<file path="src/rtl/alu_pkg.sv">
// ============================================================================
// Module   : alu_pkg
// Purpose  : Shared opcodes, ALU selects and sequencer state encoding
// Revision : 1.0 - initial release
// ============================================================================
`default_nettype none

package alu_pkg;

   localparam int DEF_WIDTH  = 8;
   localparam int DEF_CODE_W = 3;

   localparam logic [2:0] OP_ADD  = 3'd0;
   localparam logic [2:0] OP_SUB  = 3'd1;
   localparam logic [2:0] OP_NEG  = 3'd2;
   localparam logic [2:0] OP_NOT  = 3'd3;
   localparam logic [2:0] OP_AND  = 3'd4;
   localparam logic [2:0] OP_CMP  = 3'd5;
   localparam logic [2:0] OP_ABS  = 3'd6;
   localparam logic [2:0] OP_RSVD = 3'd7;

   localparam logic [1:0] SEL_ADD = 2'd0;
   localparam logic [1:0] SEL_NOT = 2'd1;
   localparam logic [1:0] SEL_NEG = 2'd2;
   localparam logic [1:0] SEL_AND = 2'd3;

   typedef enum logic [1:0] {
      ST_IDLE  = 2'd0,
      ST_PASS1 = 2'd1,
      ST_PASS2 = 2'd2,
      ST_DONE  = 2'd3
   } state_t;

   function automatic logic is_two_pass(input logic [2:0] op);
      return (op == OP_SUB) || (op == OP_CMP) || (op == OP_ABS);
   endfunction

endpackage

`default_nettype wire

</file>
<file path="src/rtl/alu_flag_gen.sv">
// ============================================================================
// Module   : alu_flag_gen
// Purpose  : Combinational Z/N/C/V flags for a finished ALU operation
// Revision : 1.0 - initial release
// ============================================================================
`default_nettype none

module alu_flag_gen
   import alu_pkg::*;
#(
   parameter int WIDTH  = DEF_WIDTH,
   parameter int CODE_W = DEF_CODE_W
) (
   input  logic [CODE_W-1:0] op,
   input  logic [WIDTH-1:0]  a,
   input  logic [WIDTH-1:0]  b,
   input  logic [WIDTH-1:0]  x,
   input  logic              cout,
   output logic              z,
   output logic              n,
   output logic              c,
   output logic              v
);

   localparam int MSB = WIDTH - 1;

   always_comb begin
      z = (x == '0);
      n = x[MSB];
      c = 1'b0;
      v = 1'b0;
      case (op)
         OP_ADD: begin
            c = cout;
            v = (a[MSB] == b[MSB]) && (x[MSB] != a[MSB]);
         end
         OP_SUB, OP_CMP: begin
            // a + (-0) never carries, yet nothing is borrowed
            c = cout || (b == '0);
            v = (a[MSB] != b[MSB]) && (x[MSB] != a[MSB]);
         end
         OP_ABS: begin
            // only the most negative input yields a negative magnitude
            v = x[MSB];
         end
         default: ;
      endcase
   end

endmodule

`default_nettype wire

</file>
<file path="src/rtl/alu_op_sequencer.sv">
// ============================================================================
// Module   : alu_op_sequencer
// Purpose  : Request/response front end sequencing one- and two-pass ALU ops
// Revision : 1.0 - initial release
// ============================================================================
`default_nettype none

module alu_op_sequencer
   import alu_pkg::*;
#(
   parameter int WIDTH  = DEF_WIDTH,
   parameter int CODE_W = DEF_CODE_W
) (
   input  logic              clk,
   input  logic              reset,
   input  logic              req_valid,
   output logic              req_ready,
   input  logic [CODE_W-1:0] req_op,
   input  logic [WIDTH-1:0]  req_a,
   input  logic [WIDTH-1:0]  req_b,
   output logic [1:0]        alu_sel,
   output logic [WIDTH-1:0]  alu_a,
   output logic [WIDTH-1:0]  alu_b,
   input  logic [WIDTH-1:0]  alu_x,
   input  logic              alu_cout,
   output logic              rsp_valid,
   input  logic              rsp_ready,
   output logic [WIDTH-1:0]  rsp_x,
   output logic              rsp_z,
   output logic              rsp_n,
   output logic              rsp_c,
   output logic              rsp_v,
   output logic              rsp_err
);

   localparam int MSB = WIDTH - 1;

   state_t            r_state, w_state_nxt;
   logic [CODE_W-1:0] r_op, w_op_nxt;
   logic [WIDTH-1:0]  r_a, w_a_nxt;
   logic [WIDTH-1:0]  r_b, w_b_nxt;
   logic [WIDTH-1:0]  r_tmp, w_tmp_nxt;
   logic [1:0]        r_alu_sel, w_alu_sel_nxt;
   logic [WIDTH-1:0]  r_alu_a, w_alu_a_nxt;
   logic [WIDTH-1:0]  r_alu_b, w_alu_b_nxt;
   logic [WIDTH-1:0]  r_rsp_x, w_rsp_x_nxt;
   logic              r_z, w_z_nxt;
   logic              r_n, w_n_nxt;
   logic              r_c, w_c_nxt;
   logic              r_v, w_v_nxt;
   logic              r_err, w_err_nxt;

   logic [WIDTH-1:0]  w_abs;
   logic [WIDTH-1:0]  w_flag_x;
   logic              w_z, w_n, w_c, w_v;

   assign w_abs    = r_a[MSB] ? r_tmp : r_a;
   assign w_flag_x = ((r_state == ST_PASS2) && (r_op == OP_ABS)) ? w_abs : alu_x;

   alu_flag_gen #(
      .WIDTH  (WIDTH),
      .CODE_W (CODE_W)
   ) u_flag_gen (
      .op   (r_op),
      .a    (r_a),
      .b    (r_b),
      .x    (w_flag_x),
      .cout (alu_cout),
      .z    (w_z),
      .n    (w_n),
      .c    (w_c),
      .v    (w_v)
   );

   assign req_ready = (r_state == ST_IDLE) && !reset;
   assign rsp_valid = (r_state == ST_DONE);
   assign alu_sel   = r_alu_sel;
   assign alu_a     = r_alu_a;
   assign alu_b     = r_alu_b;
   assign rsp_x     = r_rsp_x;
   assign rsp_z     = r_z;
   assign rsp_n     = r_n;
   assign rsp_c     = r_c;
   assign rsp_v     = r_v;
   assign rsp_err   = r_err;

   always_ff @(posedge clk) begin
      if (reset) begin
         r_state   <= ST_IDLE;
         r_op      <= '0;
         r_a       <= '0;
         r_b       <= '0;
         r_tmp     <= '0;
         r_alu_sel <= SEL_ADD;
         r_alu_a   <= '0;
         r_alu_b   <= '0;
         r_rsp_x   <= '0;
         r_z       <= 1'b0;
         r_n       <= 1'b0;
         r_c       <= 1'b0;
         r_v       <= 1'b0;
         r_err     <= 1'b0;
      end else begin
         r_state   <= w_state_nxt;
         r_op      <= w_op_nxt;
         r_a       <= w_a_nxt;
         r_b       <= w_b_nxt;
         r_tmp     <= w_tmp_nxt;
         r_alu_sel <= w_alu_sel_nxt;
         r_alu_a   <= w_alu_a_nxt;
         r_alu_b   <= w_alu_b_nxt;
         r_rsp_x   <= w_rsp_x_nxt;
         r_z       <= w_z_nxt;
         r_n       <= w_n_nxt;
         r_c       <= w_c_nxt;
         r_v       <= w_v_nxt;
         r_err     <= w_err_nxt;
      end
   end

   // ALU drive registers are loaded for the state being entered, else zero
   always_comb begin
      w_state_nxt   = r_state;
      w_op_nxt      = r_op;
      w_a_nxt       = r_a;
      w_b_nxt       = r_b;
      w_tmp_nxt     = r_tmp;
      w_alu_sel_nxt = SEL_ADD;
      w_alu_a_nxt   = '0;
      w_alu_b_nxt   = '0;
      w_rsp_x_nxt   = r_rsp_x;
      w_z_nxt       = r_z;
      w_n_nxt       = r_n;
      w_c_nxt       = r_c;
      w_v_nxt       = r_v;
      w_err_nxt     = r_err;

      case (r_state)
         ST_IDLE: begin
            if (req_valid && req_ready) begin
               w_op_nxt    = req_op;
               w_a_nxt     = req_a;
               w_b_nxt     = req_b;
               w_state_nxt = ST_PASS1;
               case (req_op)
                  OP_ADD: begin
                     w_alu_sel_nxt = SEL_ADD;
                     w_alu_a_nxt   = req_a;
                     w_alu_b_nxt   = req_b;
                  end
                  OP_AND: begin
                     w_alu_sel_nxt = SEL_AND;
                     w_alu_a_nxt   = req_a;
                     w_alu_b_nxt   = req_b;
                  end
                  OP_NOT: begin
                     w_alu_sel_nxt = SEL_NOT;
                     w_alu_a_nxt   = req_a;
                  end
                  OP_NEG, OP_ABS: begin
                     w_alu_sel_nxt = SEL_NEG;
                     w_alu_a_nxt   = req_a;
                  end
                  OP_SUB, OP_CMP: begin
                     w_alu_sel_nxt = SEL_NEG;
                     w_alu_a_nxt   = req_b;
                  end
                  default: begin
                     w_state_nxt = ST_DONE;
                     w_rsp_x_nxt = '0;
                     w_z_nxt     = 1'b0;
                     w_n_nxt     = 1'b0;
                     w_c_nxt     = 1'b0;
                     w_v_nxt     = 1'b0;
                     w_err_nxt   = 1'b1;
                  end
               endcase
            end
         end

         ST_PASS1: begin
            if (is_two_pass(r_op)) begin
               w_tmp_nxt     = alu_x;
               w_state_nxt   = ST_PASS2;
               w_alu_sel_nxt = SEL_ADD;
               if (r_op == OP_ABS) begin
                  // pass-through step: magnitude + 0
                  w_alu_a_nxt = r_a[MSB] ? alu_x : r_a;
               end else begin
                  w_alu_a_nxt = r_a;
                  w_alu_b_nxt = alu_x;
               end
            end else begin
               w_rsp_x_nxt = alu_x;
               w_z_nxt     = w_z;
               w_n_nxt     = w_n;
               w_c_nxt     = w_c;
               w_v_nxt     = w_v;
               w_err_nxt   = 1'b0;
               w_state_nxt = ST_DONE;
            end
         end

         ST_PASS2: begin
            if (r_op == OP_CMP) begin
               w_rsp_x_nxt = r_a;
            end else if (r_op == OP_ABS) begin
               w_rsp_x_nxt = w_abs;
            end else begin
               w_rsp_x_nxt = alu_x;
            end
            w_z_nxt     = w_z;
            w_n_nxt     = w_n;
            w_c_nxt     = w_c;
            w_v_nxt     = w_v;
            w_err_nxt   = 1'b0;
            w_state_nxt = ST_DONE;
         end

         ST_DONE: begin
            if (rsp_ready) begin
               w_state_nxt = ST_IDLE;
            end
         end

         default: w_state_nxt = ST_IDLE;
      endcase
   end

endmodule

`default_nettype wire

</file>
<file path="config.mk">
export PLATFORM = sky130hd
export DESIGN_NAME = alu_op_sequencer
export DESIGN_NICKNAME = d
export VERILOG_FILES = /design/src/rtl/alu_pkg.sv /design/src/rtl/alu_flag_gen.sv /design/src/rtl/alu_op_sequencer.sv
export SDC_FILE = /design/constraint.sdc
export NUM_CORES = 1
export LEC_CHECK = 0
export ABC_AREA = 1
export CORE_AREA = 2 2 86 88
export DETAILED_ROUTE_END_ITERATION = 10
export DIE_AREA = 0 0 88 90
export PLACE_DENSITY = 0.77
export SLEW_MARGIN = 30
export SYNTH_ARGS = -nofsm -noshare
export SYNTH_HDL_FRONTEND = slang
export SYNTH_SLANG_ARGS = --single-unit
</file>
<file path="constraint.sdc">
create_clock -name clk -period 2.2 [get_ports clk]
set_clock_uncertainty 0.2 [all_clocks]
set_input_delay 0.66 -clock clk [delete_from_list [all_inputs] [get_ports clk]]
set_output_delay 0.66 -clock clk [all_outputs]
set_load 0.1 [all_outputs]
</file>
### Word-level counts from Yosys, hierarchy flattened

Index checks and enable logic that the tools add are counted.

| word-level totals | value |
|---|---|
| logic and storage cells | 102 |
| output and inout port bits | 33 |
| bits of input ports | 32 |
| register bits | 60 |

| operators by class | value |
|---|---|
| reduce and logical (&&, ||, !) cells | 26 |
| bitwise operators | 2 |
| mux-type cells | 41 |
| equality and inequality tests | 19 |

Operators with widths:

| kind | number |
|---|---|
| two-way mux 8 bit | 15 |
| one-hot mux 8 bit (2 select lines) | 3 |
| one-hot mux 8 bit (3 select lines) | 1 |
| one-hot mux 1 bit (3 select lines) | 6 |
| logical NOT 8 bit | 2 |
| equality test 3 bit, second input constant | 5 |
| two-way mux 1 bit | 10 |
| one-hot mux 2 bit (4 select lines) | 1 |
| OR reduction 7 bit | 1 |
| equality test 3 x 1 -> 1 bit, second input constant | 2 |
| equality test 3 x 2 -> 1 bit, second input constant | 2 |
| logical NOT 3 bit | 2 |
| two-way mux 2 bit | 3 |
| one-hot mux 2 bit (3 select lines) | 1 |
| AND reduction 2 bit | 3 |
| OR reduction 2 bit | 3 |
| logical AND 1 bit | 5 |
| OR reduction 5 bit | 1 |
| equality test 2 bit, second input constant | 2 |
| inequality test 2 x 1 -> 1 bit, second input constant | 2 |
| inequality test 2 bit, second input constant | 2 |
| AND reduction 4 bit | 1 |
| OR reduction 4 bit | 1 |
| logical OR 1 bit | 3 |
| other kinds (9) | 11 |

### Longest topological paths before layout

| depth | value |
|---|---|
| depth after elaboration | 8 |
| mapped depth | 12 |
| mapped depth without buffers | 11 |

### Hierarchy

Synthesis repeated with hierarchy kept, for this count alone.

| unflattened totals | value |
|---|---|
| cell total of the unflattened synthesis | 472 |
| area, all modules | 3165.5 sq um |

Modules (own cells, without submodules):

| module | instances | area each (sq um) | sequential area each (sq um) | cells an instance |
|---|---|---|---|---|
| alu_op_sequencer | 1 | 3005.4 | 1201.2 | 436 |
| alu_flag_gen | 1 | 160.2 | 0.0 | 36 |

### Worst setup path after synthesis

No wires, ideal clock.

| path | value |
|---|---|
| kind | input port to output port |
| from | input port reset |
| to | output port req_ready |
| cell stages on the path | 3 |
| arrival time | 2239 ps |
| required time | 1340 ps |
| setup slack | -899 ps |
| path buffers | 2 |
| path through | buf_6 -> clkbuf_1 -> nor2_1 |

| on the way | value |
|---|---|
| cells in the longest elaborated chain, start to end | 2 |

RTL lines:

| element | line | RTL |
|---|---|---|
| from (decl) | alu_op_sequencer.sv:15 | `input logic reset,` |
| logical NOT 1 bit | alu_op_sequencer.sv:75 | `assign req_ready = (r_state == ST_IDLE) && !reset;` |
| logical AND 1 bit | alu_op_sequencer.sv:75 |  |
| to (decl) | alu_op_sequencer.sv:17 | `output logic req_ready,` |

Every way passes these cells.

### Final worst setup path

Ends and elaborated chain as after synthesis.

==> flow_metrics.py <==
metrics = {
    "worst_setup_path": {
        "startpoint_type": "input port",
        "worst-path-max-fanout": 5,
        "cp_cell_sequence": "dlygate4sd2_1 -> nor2_4 -> buf_12",
        "critPathTopFamily": "buffers and inverters",
        "crit_path_end_kind": "output port",
        "critPathKind": "in2out",
        "worstPathArrival_ns": 1.32,
        "critPathMaxStageDelay_ns": 0.33,
        "crit_required_ns": 1.34,
        "crit_buf_inv": 2,
        "critPathSlowestCell": "dlygate4sd2_1",
    },
    "cells_and_area": {
        "nets": 579,
        "final_cells": 646,
        "antenna_cells": 0,
        "drive_gt1_share_pct": 19.6,
        "syn2layout_area_growth_pct": 49.1,
        "finalCoreUtilization_pct": 65.0,
    },
    "timing": {
        "relSlewSlack_pct": 69.1,
        "period_minus_slack_ns": 2.18,
        "hold_violations": 0,
        "tightest_slew_ns": 0.463,
        "fin_crit_sh_pct": 99.1,
        "fmax_ghz": 0.459,
        "setup_ws_ns": 0.0208,
        "setup_viol": 0,
        "slew_violations": 0,
    },
    "routing": {
        "wl_met1_um": 3910,
        "postRouteAntennaNets": 0,
        "drc": 0,
        "initialDrtViolationCount": 314,
        "vias": 3370,
        "first_pass_iters": 5,
        "dr_wl_met2_um": 4410,
        "wirelength_um": 9410,
        "highest_layer": "met4",
        "dr_wl_met3_um": 696,
        "via_per_inst": 5.22,
        "routedWlPerCell_um": 14.6,
    },
    "synth": {
        "yosys.area_share.adder_pct": 2.04,
        "synthMuxAreaShare_pct": 0,
        "yosys.area_share.simple_pct": 27.5,
        "yosysTopAreaCell": "dfxtp_1",
        "yosys_warnings": 0,
        "synth-seq-cells": 60,
        "synth_xor_xnor_area_share_pct": 0,
        "yosysUniqueCellTypes": 34,
        "yosys.area.top_type_share_pct": 39.2,
        "synth_top_family_by_area": "simple AND/OR/NAND/NOR gates",
        "synth.net_count": 485,
        "syn_area_mm2": 0.00306,
        "yosys-top-cells-area": "dfxtp_1 39%, nand2_1 12%, a21oi_1 8.0%",
        "synth-compound-area-share_pct": 19.5,
        "syn_avg_cell_area_um2": 6.83,
        "synth_cells": 448,
        "ys_seq_area_share_pct": 39.2,
    },
    "status": {
        "status": "finished, final reports clean",
    },
    "clocking": {
        "clock_latency_ns": 0.34,
        "cts_tree": "yes",
        "cts_buffer_depth": 2,
        "cts_buffers": 9,
        "cts_hold_buffers": 0,
        "clk_pin_slew_worst_paths_ns": 0.07,
        "cts-htree-levels": 3,
        "clock-sinks": 60,
        "ctsRootBufferMaster": "clkbuf_8",
    },
    "power": {
        "cellLeakagePower_nw": 1.97,
        "peakVddDrop_v": 0.000785,
        "power.density_mw_per_mm2": 1040,
    },
    "worst_hold_path": {
        "hold_path_class": "reg2reg",
    },
    "placed_design": {
        "place_congestion": 0.909,
        "port_buffers": 64,
        "dp_cells": 626,
        "dpl.hpwl_um": 6890,
        "pre_cts_ws_ns": -0.245,
    },
    "floorplan": {
        "start_util_pct": 43.6,
        "core_area_mm2": 0.00702,
        "die_h_um": 90,
        "ioPinCount": 65,
        "rows": 31,
        "floorplan.die.width_um": 88,
        "die_area_mm2": 0.00792,
    },
    "global_route": {
        "grt_util_all_layers_pct": 24.5,
        "overflow": 0,
        "grt_start_max_net_pins": 45,
        "grt_antenna_before_repair": 0,
        "grt_pass1_vias": 3206,
        "grt_pass1_wl_um": 15000,
    },
    "flow_run": {
        "maxCapViolations": 0,
    },
}
cell families after synthesis:
logic type | count (synthesis)
AOI/OAI and AO/OA | 106
DFF | 60
adders and majority gates | 5
buffers and inverters | 77
and+or+nand+nor | 200
cell usage after synthesis (all sizes together):
master / count
nand2: 104
nor2: 63
dfxtp: 60
inv: 54
a21oi: 50
o21ai: 30
nand3: 21
buf: 12
a211oi: 9
nand4: 8
a31oi: 7
clkbuf: 7
o211ai: 7
ha: 5
clkinv: 3
nor3: 3
dlygate4sd1: 1
nor4: 1
o21a: 1
o22ai: 1
o31ai: 1
sequential cells by signal (all words and copies together), names as in the netlist:
signal and cells:
alu_a 8, alu_b 8, r_a 8, r_b 8, r_tmp 8, rsp_x 8
r_op 3, alu_sel 2, r_state 2, rsp_c 1, rsp_err 1, rsp_n 1
rsp_v 1, rsp_z 1
cell usage in the layout, fill, tap and decap left out, types with 19 or more instances in the layout:
cell             netlist  layout
a21oi_1               49      49
nor2_1                61      60
clkdlybuf4s50_1        0      30
nand2_1              101     101
buf_4                  5      39
inv_1                 50      47
nand3_1               19      19
o21ai_0               26      26
dfxtp_1               60      58
buf_12                 0      33
power by group:
part / internal (mW) / total (mW) / switching (mW) / leakage, nW
logic: 0.821 / 2.19 / 1.37 / 1.36
registers: 1.23 / 1.35 / 0.122 / 0.488
clock network: 0.732 / 1.18 / 0.450 / 0.116
area by class of cell:
| class | count | area, um^2 |
|---|---|---|
| repair buffers | 103 | 1260 |
| flip-flops and latches | 60 | 1200 |
| multi-input cells | 311 | 1520 |
| well taps | 99 | 124 |
| fillers | 601 | 2460 |
| clock buffers | 13 | 169 |
| inverters | 57 | 215 |
| clock inverters | 3 | 67.6 |
metal layers:
metal / up-vias / GRT usage, %
li1: 1645 / -
met1: 1525 / 31.7
met2: 165 / 36.7
met3: 35 / 6.98
met4: 0 / 12.6
met5: - / 0
through the flow:
stage	hold WS (ns)	area, um^2	TNS [ns]	total power, mW
6_report	0.260	4560	0	4.73
4_1_cts	0.264	4530	0	4.61
3_5_place_dp	0.253	4280	-4.16	3.36
5_1_grt	0.296	4560	-0.0132	4.97
2_1_floorplan	0.244	3080	-0.0451	2.71
3_3_place_gp	0.251	4280	-3.42	3.33
tightest hold or removal path: stages, from the launching register on:
cell and delay (ns):
dfxtp_1 0.31, nand2_1 0.06, a21oi_1 0.05
path summary, 6_finish.rpt:
kind / cells after the start / to / start / slack, ns
setup / recovery: 3 / req_ready / reset / 0.02
setup reg to reg: 12 / rsp_v / r_state[0] / 0.16
hold / removal: 2 / r_b[5] / r_b[5] / 0.26
hold reg to reg: 2 / r_b[5] / r_b[5] / 0.26
repair_timing:
action	4_1_cts	5_1_grt
pin swaps	2	2
gates cloned	0	0
setup endpoints to repair	1	1
gates resized for setup	6	2
hold endpoints to repair	0	0
buffers inserted	1	4
Power figures use the tool's default switching activity.
